### src/rtl/hci_shallow_prio_scheduler_if.sv
`default_nettype none
// +--------------------------------------------------------------------------+
// | hci_shallow_prio_scheduler_if : per-bank request/grant bundle, two branches |
// | Revision 1.0                                                               |
// +--------------------------------------------------------------------------+
interface hci_shallow_prio_scheduler_if #(
  parameter int N_MEM = 16
);
  logic [N_MEM-1:0] high_req;
  logic [N_MEM-1:0] high_gnt;
  logic [N_MEM-1:0] low_req;
  logic [N_MEM-1:0] low_gnt;

  modport master (output high_req, high_gnt, low_req, low_gnt);
  modport slave  (input  high_req, high_gnt, low_req, low_gnt);
endinterface
`default_nettype wire

### src/rtl/hci_shallow_prio_scheduler.sv
`default_nettype none
// +--------------------------------------------------------------------------+
// | hci_shallow_prio_scheduler : HWPE-vs-log-interconnect bank priority control |
// | Revision 1.0                                                               |
// +--------------------------------------------------------------------------+
module hci_shallow_prio_scheduler #(
  parameter int N_MEM = 16,
  parameter int SW    = 8,
  parameter int EW    = 16
) (
  input  wire logic          clk_i,
  input  wire logic          rst_ni,
  input  wire logic          clear_i,
  input  wire logic          enable_i,
  input  wire logic [1:0]    policy_i,
  input  wire logic [SW-1:0] max_stall_i,
  input  wire logic [SW-1:0] inv_window_i,
  hci_shallow_prio_scheduler_if.slave bus,
  output logic               invert_prio_o,
  output logic [SW-1:0]      stall_cnt_o,
  output logic [EW-1:0]      inv_events_o
);

  localparam logic [0:0] c_st_normal   = 1'b0;
  localparam logic [0:0] c_st_inverted = 1'b1;

  localparam logic [1:0] c_pol_starve = 2'd0;
  localparam logic [1:0] c_pol_high   = 2'd1;
  localparam logic [1:0] c_pol_low    = 2'd2;
  localparam logic [1:0] c_pol_alt    = 2'd3;

  logic [0:0]    state_q, state_d;
  logic [SW-1:0] stall_cnt_q, stall_cnt_d;
  logic [SW-1:0] win_q, win_d;
  logic [EW-1:0] inv_events_q, inv_events_d;
  logic          toggle_q, toggle_d;
  logic          invert_q, invert_d;

  logic [N_MEM-1:0] w_low_served;
  logic [N_MEM-1:0] w_conflict_vec;
  logic             w_low_stalled;
  logic             w_conflict;
  logic [SW:0]      w_stall_next;
  logic             w_trigger;
  logic             w_win_exit;
  logic [SW-1:0]    w_win_load;

  // Grants without a matching request drop out through the AND.
  assign w_low_served   = bus.low_req & bus.low_gnt;
  assign w_conflict_vec = bus.high_req & bus.low_req;
  assign w_low_stalled  = (|bus.low_req) && !(|w_low_served);
  assign w_conflict     = |w_conflict_vec;

  // One extra bit so a saturated counter still compares as reaching any threshold.
  assign w_stall_next = {1'b0, stall_cnt_q} + {{SW{1'b0}}, 1'b1};
  assign w_trigger    = w_low_stalled && (max_stall_i != '0) &&
                        (w_stall_next >= {1'b0, max_stall_i});
  assign w_win_exit   = (win_q == {{(SW-1){1'b0}}, 1'b1}) || !(|bus.low_req);
  assign w_win_load   = (inv_window_i == '0) ? {{(SW-1){1'b0}}, 1'b1} : inv_window_i;

  always_ff @(posedge clk_i or negedge rst_ni) begin
    if (!rst_ni) begin
      state_q      <= c_st_normal;
      stall_cnt_q  <= '0;
      win_q        <= '0;
      inv_events_q <= '0;
      toggle_q     <= 1'b0;
      invert_q     <= 1'b0;
    end else begin
      state_q      <= state_d;
      stall_cnt_q  <= stall_cnt_d;
      win_q        <= win_d;
      inv_events_q <= inv_events_d;
      toggle_q     <= toggle_d;
      invert_q     <= invert_d;
    end
  end

  always_comb begin
    state_d = state_q;
    if (clear_i || !enable_i || (policy_i != c_pol_starve)) begin
      state_d = c_st_normal;
    end else begin
      case (state_q)
        c_st_normal:   if (w_trigger)  state_d = c_st_inverted;
        c_st_inverted: if (w_win_exit) state_d = c_st_normal;
        default:       state_d = c_st_normal;
      endcase
    end
  end

  always_comb begin
    stall_cnt_d  = stall_cnt_q;
    win_d        = win_q;
    inv_events_d = inv_events_q;
    toggle_d     = toggle_q;
    invert_d     = invert_q;
    if (clear_i) begin
      stall_cnt_d  = '0;
      win_d        = '0;
      inv_events_d = '0;
      toggle_d     = 1'b0;
      invert_d     = 1'b0;
    end else if (!enable_i) begin
      stall_cnt_d = '0;
      win_d       = '0;
      invert_d    = 1'b0;
    end else begin
      case (policy_i)
        c_pol_high: begin
          stall_cnt_d = '0;
          win_d       = '0;
          invert_d    = 1'b0;
        end
        c_pol_low: begin
          stall_cnt_d = '0;
          win_d       = '0;
          invert_d    = 1'b1;
        end
        c_pol_alt: begin
          stall_cnt_d = '0;
          win_d       = '0;
          if (w_conflict) toggle_d = ~toggle_q;
          invert_d = toggle_d;
        end
        default: begin
          if (state_q == c_st_normal) begin
            win_d    = '0;
            invert_d = 1'b0;
            if (w_trigger) begin
              win_d        = w_win_load;
              stall_cnt_d  = '0;
              invert_d     = 1'b1;
              inv_events_d = (inv_events_q == {EW{1'b1}}) ? inv_events_q
                                                           : inv_events_q + {{(EW-1){1'b0}}, 1'b1};
            end else if (w_low_stalled) begin
              stall_cnt_d = (stall_cnt_q == {SW{1'b1}}) ? stall_cnt_q : w_stall_next[SW-1:0];
            end else begin
              stall_cnt_d = '0;
            end
          end else begin
            stall_cnt_d = '0;
            if (w_win_exit) begin
              win_d    = '0;
              invert_d = 1'b0;
            end else begin
              win_d    = win_q - {{(SW-1){1'b0}}, 1'b1};
              invert_d = 1'b1;
            end
          end
        end
      endcase
    end
  end

  assign invert_prio_o = invert_q;
  assign stall_cnt_o   = stall_cnt_q;
  assign inv_events_o  = inv_events_q;

endmodule
`default_nettype wire

### src/flat_wrapper.sv
// flat-port wrapper written by rule: the top's interface ports become plain ports
module hci_shallow_prio_scheduler_flat 
#(
  parameter int N_MEM = 16,
  parameter int SW    = 8,
  parameter int EW    = 16
)
  (clk_i, rst_ni, clear_i, enable_i, policy_i, max_stall_i, inv_window_i, invert_prio_o, stall_cnt_o, inv_events_o, bus_high_req, bus_high_gnt, bus_low_req, bus_low_gnt);
  hci_shallow_prio_scheduler_if #(.N_MEM(N_MEM)) bus_i ();
  input  wire logic clk_i;
  input  wire logic rst_ni;
  input  wire logic clear_i;
  input  wire logic enable_i;
  input  wire logic [1:0] policy_i;
  input  wire logic [SW-1:0] max_stall_i;
  input  wire logic [SW-1:0] inv_window_i;
  output logic invert_prio_o;
  output logic [SW-1:0] stall_cnt_o;
  output logic [EW-1:0] inv_events_o;
  input wire logic [$bits(bus_i.high_req)-1:0] bus_high_req;
  input wire logic [$bits(bus_i.high_gnt)-1:0] bus_high_gnt;
  input wire logic [$bits(bus_i.low_req)-1:0] bus_low_req;
  input wire logic [$bits(bus_i.low_gnt)-1:0] bus_low_gnt;
  assign bus_i.high_req = bus_high_req;
  assign bus_i.high_gnt = bus_high_gnt;
  assign bus_i.low_req = bus_low_req;
  assign bus_i.low_gnt = bus_low_gnt;
  hci_shallow_prio_scheduler #(.N_MEM(N_MEM), .SW(SW), .EW(EW)) u_core (.clk_i(clk_i), .rst_ni(rst_ni), .clear_i(clear_i), .enable_i(enable_i), .policy_i(policy_i), .max_stall_i(max_stall_i), .inv_window_i(inv_window_i), .bus(bus_i), .invert_prio_o(invert_prio_o), .stall_cnt_o(stall_cnt_o), .inv_events_o(inv_events_o));
endmodule
### config.mk
export PLATFORM = sky130hd
export DESIGN_NAME = hci_shallow_prio_scheduler_flat
export DESIGN_NICKNAME = d
export VERILOG_FILES = /design/src/rtl/hci_shallow_prio_scheduler_if.sv /design/src/rtl/hci_shallow_prio_scheduler.sv /design/src/flat_wrapper.sv
export SDC_FILE = /design/constraint.sdc
export NUM_CORES = 1
export LEC_CHECK = 0
export BUFFER_PORTS_ARGS = -buffer_cell sky130_fd_sc_hd__buf_4
export CORE_ASPECT_RATIO = 1.2
export CORE_MARGIN = 10
export CORE_UTILIZATION = 42
export DETAILED_ROUTE_END_ITERATION = 16
export HOLD_SLACK_MARGIN = 0.15
export PLACE_DENSITY = 0.8
export RECOVER_POWER = 100
export SLEW_MARGIN = 15
export SYNTH_ARGS = -nofsm -noshare
export SYNTH_HDL_FRONTEND = slang
export SYNTH_SLANG_ARGS = --single-unit
### constraint.sdc
create_clock -name clk_i -period 3 [get_ports clk_i]
set_input_delay 0.15 -clock clk_i [delete_from_list [all_inputs] [get_ports clk_i]]
set_output_delay 0.15 -clock clk_i [all_outputs]
set_load 0.01 [all_outputs]
==> summary.md <==
| Metric | Value |
|---|---|
| Worst hold path depth | 2 |
| Vias in the first global route | 2615 |
| Most common cell in the netlist | dfrtp_1 |
| Antenna-violating nets left | 0 |
| First-pass DRT Iterations | 4 |
| Delay of the slowest critical-path stage | 440 ps |
| Slew of the pin with the lowest slew margin | 1870 ps |
| Post-synth top flop | dfrtp_1 |
| DRT iter0 DRCs | 108 |
| Min Tclk post-route | 3050 ps |
| Final Max Slew Viols | 36 |
| Post-Layout Inst Area | 3490 um^2 |
| Final Worst Setup Slack | -55.0 ps |
| Sequential area share after synthesis | 0.373 |
| GRT Total Usage | 0.162 |
| Max Clk Rate | 327 MHz |
| DR vias | 2511 |
| Final Hold Fails | 0 |
| Area contributors post-synth | dfrtp_1 37%, ha_1 6.4%, a22oi_1 4.5% |
| Final period util | 1.02 |
| Clk_lat worst skew | 280 ps |
| Fin util | 0.649 |
| Crit-path leading delay family | simple AND/OR/NAND/NOR gates |
| TritonCTS clock tree | done |
| Syn_nets | 362 |
| Ant diodes | 0 |
| WP buf/inv | 2 |
| Relative slew slack | -0.245 |
| Failing checks | capacitance limit, slew limit, setup timing |
| Drt via density | 5.53 |
| DP HPWL | 5780 um |
| Post-DR wirelength/cell | 16.8 um |
| Num ports | 111 |
| Final setup fails | 6 |
| First-pass GRT wire length | 11800 um |
| Asr flop ratio synth | 1.00 |
| WP depth | 13 |
| Number of enable flip-flop cells after synthesis | 0 |
| Leak pwr | 1.66 nW |
| Initial core utilization | 0.437 |
| Worst Hold Slack | 174 ps |
| CTS max path bufs | 2 |
| Start point of the worst hold path | clear_i |
| Placed Instance Area | 3220 um^2 |
| Number of synthesized register bits | 35 |
| Crit path max fanout | 6 |
| Reg2reg end | u_core.inv_events_o[6] |
| Crit path capture type | flop |
| Synth area leader | dfrtp_1 |
| Cell Area, Synth | 2350 um^2 |
| Initial antenna violation count | 0 |
| Core ar. | 5370 um^2 |
| Max_cap viols | 1 |
| CP cell instances | ha_4, and3_4, nand3_4, xor2_2, inv_2, ha_4, and3_4, o2111ai_1, o211ai_1, nand3_2, buf_6, or4_4, a21oi_2 |
| Unique masters post-synth | 45 |
| Sink Count | 35 |
| Most frequent cells after synthesis | 35 x dfrtp_1, 23 x nor2_1, 19 x a21oi_1, 17 x nand2_1, 16 x inv_1 |
| Required @ worst endpoint | 3210 ps |
| Layout cells sized above 1 | 0.372 |
| Syn_area_per_cell | 8.89 um^2 |
| Fin Clk Skew | 6.33 ps |
| Hold crit path type | input pin to flop |
| DRC viols | 0 |
| Hold path endpoint | u_core.inv_events_o[6] |
| Syn-to-layout area delta | 48.6% |
| Die ar. | 8990 um^2 |
| Cells after Synth | 264 |
| Slowest CP cell | dfrtp_2 |
| H-tree Lvls | 2 |
| Status | finished with violations |
| # fillers | 471 |
| Reg2reg start | u_core.stall_cnt_o[1] |
| Clk pin slew, worst setup/hold paths | 70 ps |
| DIE HEIGHT | 102 um |
| Layout net count | 489 |
| Peak supply drop | 0.268 mV |
| RSZ-0062 raised after global routing | yes |
| Worst Setup Start Kind | flop |
| RePlAce Congestion | 0.935 |
| Row count | 29 |
| Setup slack, reg-to-reg | -50 ps |
| R2r worst-path depth | 13 |
| CTS buffer count | 5 |
| Area share of the largest cell type after synthesis | 0.373 |
| PortBufs | 94 |
| PD cells | 269 nW/um^2 |
| Clock root buffer | clkbuf_8 |
| Crit path kind | flop to flop |
| YS warnings | 0 |
| Total grt overflow | 0 |
| Largest net degree at the start of global routing | 36 |
| CP Data Arrival Time | 3270 ps |
| Routed Wire Length | 7650 um |
| Die W | 88.2 um |
==> sequential cells by signal, indices dropped and copies added, names as in the netlist <==
| name | count |
|---|---|
| u_core.inv_events_o | 16 |
| u_core.invert_prio_o | 1 |
| u_core.stall_cnt_o | 8 |
| u_core.state_q | 1 |
| u_core.toggle_q | 1 |
| u_core.win_q | 8 |
==> how the worst max path moves through the flow <==
stage / start / end
floorplan: u_core.stall_cnt_o[0] / u_core.win_q[0]
global placement: u_core.stall_cnt_o[0] / u_core.inv_events_o[6]
detailed placement: u_core.stall_cnt_o[0] / u_core.inv_events_o[6]
CTS: u_core.stall_cnt_o[0] / u_core.inv_events_o[6]
global route: u_core.stall_cnt_o[1] / u_core.inv_events_o[6]
finish: u_core.stall_cnt_o[1] / u_core.inv_events_o[6]
==> per-stage QoR <==
| stage | power, mW | setup TNS, ps | instances | setup WS (ps) |
|---|---|---|---|---|
| final | 0.937 | -147 | 454 | -55.0 |
| after global routing | 0.974 | -2520 | 454 | -171 |
| after CTS | 0.945 | 0 | 446 | 3.36 |
| after detailed placement | 0.617 | -1480 | 429 | -116 |
| after global placement | 0.614 | -23.6 | 429 | -14.7 |
| after floorplan | 0.518 | 0 | 264 | 17.8 |
==> layout make-up <==
cell class | instances | area, um^2 | share of cell area
multi-input cells | 202 | 1470 | 0.420
repair buffers | 130 | 921 | 0.264
flip-flops and latches | 35 | 878 | 0.252
well taps | 62 | 77.6 | 0.0222
clock buffers | 7 | 76.3 | 0.0219
inverters | 17 | 63.8 | 0.0183
clock inverters | 1 | 5.00 | 0.00144
==> routing by layer <==
metal	up-vias	track usage	part of all wire
met5	-	0	0
met4	0	0.0461	0.018
met1	1203	0.170	0.37
met2	68	0.308	0.56
li1	1226	-	-
met3	14	0.0390	0.055
==> cells by family (layout without fill, tap and decap cells) <==
family	count (synthesis)	after routing	share of synthesized area
AOI/OAI and AO/OA	70	70	0.211
xor gates and xnor gates	15	15	0.0560
adders and majority gates	12	12	0.0640
buffers and inverters	27	155	0.0501
DFF	35	35	0.373
muxes	4	4	0.0176
and+or+nand+nor	101	101	0.228
==> power breakdown <==
group | switching (mW) | internal, mW
registers | 0.000681 | 0.473
logic | 0.0590 | 0.0816
clock network | 0.160 | 0.163
==> placed cells by master, fill, tap and decap left out, drive strengths merged, types with 13 or more instances in the layout <==
master / netlist / layout
nand2: 17 / 17
nor2: 23 / 23
a22oi: 14 / 14
clkbuf: 7 / 28
dfrtp: 35 / 35
nand3: 13 / 13
a21oi: 19 / 19
inv: 17 / 17
buf: 3 / 107
==> what timing repair did <==
item	4_1_cts	5_1_grt
cloned	0	2
setup buffers	7	6
pin swaps	5	16
hold buffers	2	0
gates resized for setup	11	20
setup endpoints to repair	31	33
hold endpoints to repair	36	0
No activity file was read; power rests on OpenSTA's default activity.
